===== src/rtl/des_key_pkg.sv =====
// Constants and helpers for the DES key schedule: per-round shift amounts,
// the PC-1 bit map and the 28-bit half rotations.
package des_key_pkg;

    typedef enum logic {IDLE, RUN} state_t;

    // Left-shift amount for encrypt rounds 1..16. The entries total 28, so C16D16 equals C0D0.
    localparam logic [1:0] SHIFT_TABLE [16] = '{
        2'd1, 2'd1, 2'd2, 2'd2, 2'd2, 2'd2, 2'd2, 2'd2,
        2'd1, 2'd2, 2'd2, 2'd2, 2'd2, 2'd2, 2'd2, 2'd1
    };

    // PC-1 source positions in DES numbering, where bit 1 is key_in[63].
    localparam int PC1_IDX [56] = '{
        57, 49, 41, 33, 25, 17,  9,  1, 58, 50, 42, 34, 26, 18,
        10,  2, 59, 51, 43, 35, 27, 19, 11,  3, 60, 52, 44, 36,
        63, 55, 47, 39, 31, 23, 15,  7, 62, 54, 46, 38, 30, 22,
        14,  6, 61, 53, 45, 37, 29, 21, 13,  5, 28, 20, 12,  4
    };

    function automatic logic [27:0] rotl28(input logic [27:0] x, input logic [1:0] n);
        return (n == 2'd2) ? {x[25:0], x[27:26]} : {x[26:0], x[27]};
    endfunction

    function automatic logic [27:0] rotr28(input logic [27:0] x, input logic [1:0] n);
        return (n == 2'd2) ? {x[1:0], x[27:2]} : {x[0], x[27:1]};
    endfunction

endpackage


===== src/rtl/pc1_permute.sv =====
// Combinational PC-1: selects 56 key bits (parity dropped) into {C0, D0}.
module pc1_permute
    import des_key_pkg::*;
(
    input  logic [63:0] key,
    output logic [55:0] cd
);

    always_comb begin
        cd = '0;
        for (int k = 0; k < 56; k++)
            cd[55-k] = key[64-PC1_IDX[k]];
    end

endmodule


===== src/rtl/key_rotate.sv =====
// DES key-schedule front end: loads a key, applies PC-1, and steps the C/D
// halves through the 16 rounds in encrypt or decrypt order, one per handshake.
module key_rotate
    import des_key_pkg::*;
(
    input  logic        clk,
    input  logic        reset,
    input  logic        load,
    input  logic [63:0] key_in,
    input  logic        decrypt,
    input  logic        cd_ready,
    output logic [55:0] cd_out,
    output logic        cd_valid,
    output logic [3:0]  round,
    output logic        busy,
    output logic        done
);

    state_t      state, state_n;
    logic [27:0] c, d, c_n, d_n;
    logic [3:0]  round_n, sidx;
    logic [1:0]  samt;
    logic        valid_n, busy_n, done_n, dec, dec_n;
    logic [55:0] cd0;

    pc1_permute u_pc1 (.key(key_in), .cd(cd0));

    assign cd_out = {c, d};

    // Decrypt walks the table backwards and undoes each shift with a right rotate.
    assign sidx = dec ? (4'd15 - round) : (round + 4'd1);
    assign samt = SHIFT_TABLE[sidx];

    always_comb begin
        state_n = state;
        c_n     = c;
        d_n     = d;
        round_n = round;
        valid_n = cd_valid;
        busy_n  = busy;
        dec_n   = dec;
        done_n  = 1'b0;
        if (load) begin
            c_n     = decrypt ? cd0[55:28] : rotl28(cd0[55:28], 2'd1);
            d_n     = decrypt ? cd0[27:0]  : rotl28(cd0[27:0], 2'd1);
            dec_n   = decrypt;
            round_n = 4'd0;
            valid_n = 1'b1;
            busy_n  = 1'b1;
            state_n = RUN;
        end else if (state == RUN && cd_valid && cd_ready) begin
            if (round == 4'd15) begin
                c_n     = '0;
                d_n     = '0;
                round_n = 4'd0;
                valid_n = 1'b0;
                busy_n  = 1'b0;
                done_n  = 1'b1;
                state_n = IDLE;
            end else begin
                round_n = round + 4'd1;
                c_n     = dec ? rotr28(c, samt) : rotl28(c, samt);
                d_n     = dec ? rotr28(d, samt) : rotl28(d, samt);
            end
        end
    end

    always_ff @(posedge clk or posedge reset) begin
        if (reset) begin
            state    <= IDLE;
            c        <= '0;
            d        <= '0;
            round    <= '0;
            cd_valid <= 1'b0;
            busy     <= 1'b0;
            done     <= 1'b0;
            dec      <= 1'b0;
        end else begin
            state    <= state_n;
            c        <= c_n;
            d        <= d_n;
            round    <= round_n;
            cd_valid <= valid_n;
            busy     <= busy_n;
            done     <= done_n;
            dec      <= dec_n;
        end
    end

endmodule

===== config.mk =====
export PLATFORM = sky130hd
export DESIGN_NAME = key_rotate
export DESIGN_NICKNAME = d
export VERILOG_FILES = /design/src/rtl/des_key_pkg.sv /design/src/rtl/pc1_permute.sv /design/src/rtl/key_rotate.sv
export SDC_FILE = /design/constraint.sdc
export NUM_CORES = 1
export LEC_CHECK = 0
export ABC_CLOCK_PERIOD_IN_PS = 3560
export CAP_MARGIN = 20
export CORE_ASPECT_RATIO = 1.75
export CORE_MARGIN = 3
export CORE_UTILIZATION = 55
export CTS_CLUSTER_DIAMETER = 120
export DETAILED_ROUTE_END_ITERATION = 6
export PLACE_DENSITY_LB_ADDON = 0.15
export SYNTH_ARGS = -nofsm -noshare
export SYNTH_HDL_FRONTEND = slang
export SYNTH_SLANG_ARGS = --single-unit

===== constraint.sdc =====
create_clock -name clk -period 3.56 [get_ports clk]
set_input_delay 0.89 -clock clk [delete_from_list [all_inputs] [get_ports clk]]
set_output_delay 0.89 -clock clk [all_outputs]
set_load 0.05 [all_outputs]

==> results.yml <==
outcome:
  outcome: "completed"
routing:
  wire_per_inst_um: 19.9
  route.detailed.drc: 0
  drtIter0Drc: 515
  ant_nets: 0
  drt_first_pass_iters: 7
  via_per_inst: 6.72
  drt_wl_total_mm: 17.5
  num_vias: 5930
logic_synthesis:
  synth_top_area_share: 0.295
  syn_area_um2: 5350
  synth-async-reset-ratio: 1.00
  avgSynthCellArea_um2: 7.86
  seq_area_frac_synth: 0.295
  syn_nets: 750
  synth.distinct_cells: 38
  ys_ff_latch: 63
  ys_warn_count: 0
  syn_inst: 680
  synth_ff_type: "dfrtp_1"
  synth_edf_count: 0
  yosysMostFrequentCell: "o21ai_1"
  synth_commonest_cells: "80 x o21ai_1, 79 x a31oi_1, 76 x o21ai_0"
  yosysTopAreaCell: "dfrtp_1"
  yosys-top-cells-area: "dfrtp_1 29%, mux2i_1 10%, a31oi_2 9.4%"
placed_design:
  routabilityCongestion: 0.925
  pre_cts_ws_ps: 693
  portBuffers: 123
  hpwl_mm: 11.6
worst_setup_path:
  crit_path_max_incr_delay_ps: 730
  end_kind: "flop"
  worst_ep_arrival_time_ps: 2970
  worstRegToRegCells: 6
  crit_slowest_cell: "or4_4"
  path_max_fanout: 53
  worstPathRequired_ps: 3760
  crit_top_cell: "nand3_1"
  path_cells: "ha_1 > xor2_2 > or4_4 > nand3_1 > nand3_1 > a31oi_1"
  path_buf_inv: 0
  cp-startpoint: "round[0]$_DFFE_PP0P_"
  path_class: "flop to flop"
  critical_path.reg2reg.startpoint: "round[0]$_DFFE_PP0P_"
  worstSetupPathDepth: 6
  start_kind: "flop"
  cp_top_family: "simple AND/OR/NAND/NOR gates"
cts:
  hold_buffers: 0
  cts.sinks: 63
  cts_buffers: 9
  cts_buffer_depth: 2
  ctsResizeCount: 0
  cts-root-buf: "clkbuf_16"
  clk_pin_slew_ps: 50
  clk_latency_ps: 330
  cts_tree: "built"
  cts_max_level: 3
  post_cts_buffers: 0
sta:
  period_needed_ps: 2780
  finalCritPeriodShare: 0.780
  rsz0062_at_grt: "no"
  fin_ws_ps: 782
  relSlewSlack: 0.358
  maxSlewViolCount: 0
  tightest_slew_ps: 959
  hold_viol_final: 0
  skew_ps: 4.58
  holdWs_ps: 618
  tns_ps: 0
  setup_viol: 0
  clock.fmax_mhz: 360
worst_hold_path:
  hold_class: "flop to flop"
  hold_depth: 2
  hp-start: "state$_DFFE_PP0P_"
die:
  die_height_um: 136
  die-area_um2: 11000
  core-area_um2: 9470
  die_w_um: 80.5
  io_pins: 132
  rows: 47
  initial_core_util: 0.565
global_route:
  grt_pass1_vias: 5789
  antenna_found_initial: 0
  grt_pass1_wl_mm: 28.3
  grt_max_degree: 64
  grt_overflow: 0
  grt_util_all_layers: 0.325
cells_and_area:
  seq_area_um2: 1580
  nFillCells: 759
  diodes: 0
  utilization: 0.722
  final_net_count: 827
  syn_to_final_growth_pct: 27.8
  drive_gt1_frac: 0.113
  multiInputGateArea_um2: 3240
run:
  maxCapViolCount: 0
power_and_ir_drop:
  p_leak_nw: 2.71
  peakVddDrop_mv: 0.285
  powerDensity_nw_per_um2: 454
  finalPower_mw: 3.10
## state kept, by name, indices dropped and copies added, names as in the netlist
name   cells
c         28
d         28
round      4
dec        1
done       1
state      1
## per-layer routing
metal | vias to the layer above | global-route usage | routed length, um
li1 | 2700 | - | -
met1 | 2792 | 0.381 | 6270
met2 | 382 | 0.571 | 9300
met3 | 56 | 0.0484 | 1390
met4 | 0 | 0.150 | 580
met5 | - | 0 | 0
## layout by cell type, fill, tap and decap left out, types with 2 or more instances in the layout
cell             count
mux2_2               2
o21ai_1             79
a21oi_1              2
inv_1               51
nand3_1             12
nor2_1               4
nor4_1              52
buf_12               4
clkbuf_16            9
clkdlybuf4s50_1    121
buf_4               15
a31oi_2             40
a31oi_1             79
buf_2                2
mux2i_1             55
xor2_1               2
clkbuf_1             4
o21ai_0             76
dfrtp_1             63
nand2_1             64
## cell type report
type,instances,share of cell area
clock buffers,14,0.0372
repair buffers,142,0.207
inverters,52,0.0286
flip-flops and latches,63,0.231
multi-input cells,489,0.474
well taps,122,0.0223
clock inverters,1,0.000732
## per-stage QoR
step	std cells	instance area, um2
after floorplan	680	5350
after global placement	868	6570
after detailed placement	868	6570
after CTS	883	6830
after global routing	883	6830
final	883	6830
## path summary, 6_finish.rpt
check,slack [ps],end
setup / recovery,780,d[24]$_DFFE_PP0P_
hold / removal,620,state$_DFFE_PP0P_
setup reg to reg,780,d[24]$_DFFE_PP0P_
hold reg to reg,620,state$_DFFE_PP0P_
max in group asynchronous,1880,c[17]$_DFFE_PP0P_
min in group asynchronous,1150,round[3]$_DFFE_PP0P_
## cell families after synthesis
family	count (synthesis)	synth area share
multiplexers	57	0.107
XOR/XNOR	3	0.00632
AO/OA/AOI/OAI	283	0.344
adder cells (fa/ha/maj)	1	0.00234
AND/OR/NAND/NOR	145	0.141
buffers and inverters	128	0.104
flip-flops	63	0.295
## tightest hold or removal path, stage by stage, from the launching register on
cell     delay (ps)
dfrtp_1         430
nor2_1           60
nor2_1           90
## power breakdown
part           switching (mW)  leakage (nW)  internal, mW
clock                   0.302         0.127         0.486
sequential             0.0949         0.730         0.808
combinational           0.924          1.85         0.490
No activity file was read; power rests on OpenSTA's default activity.
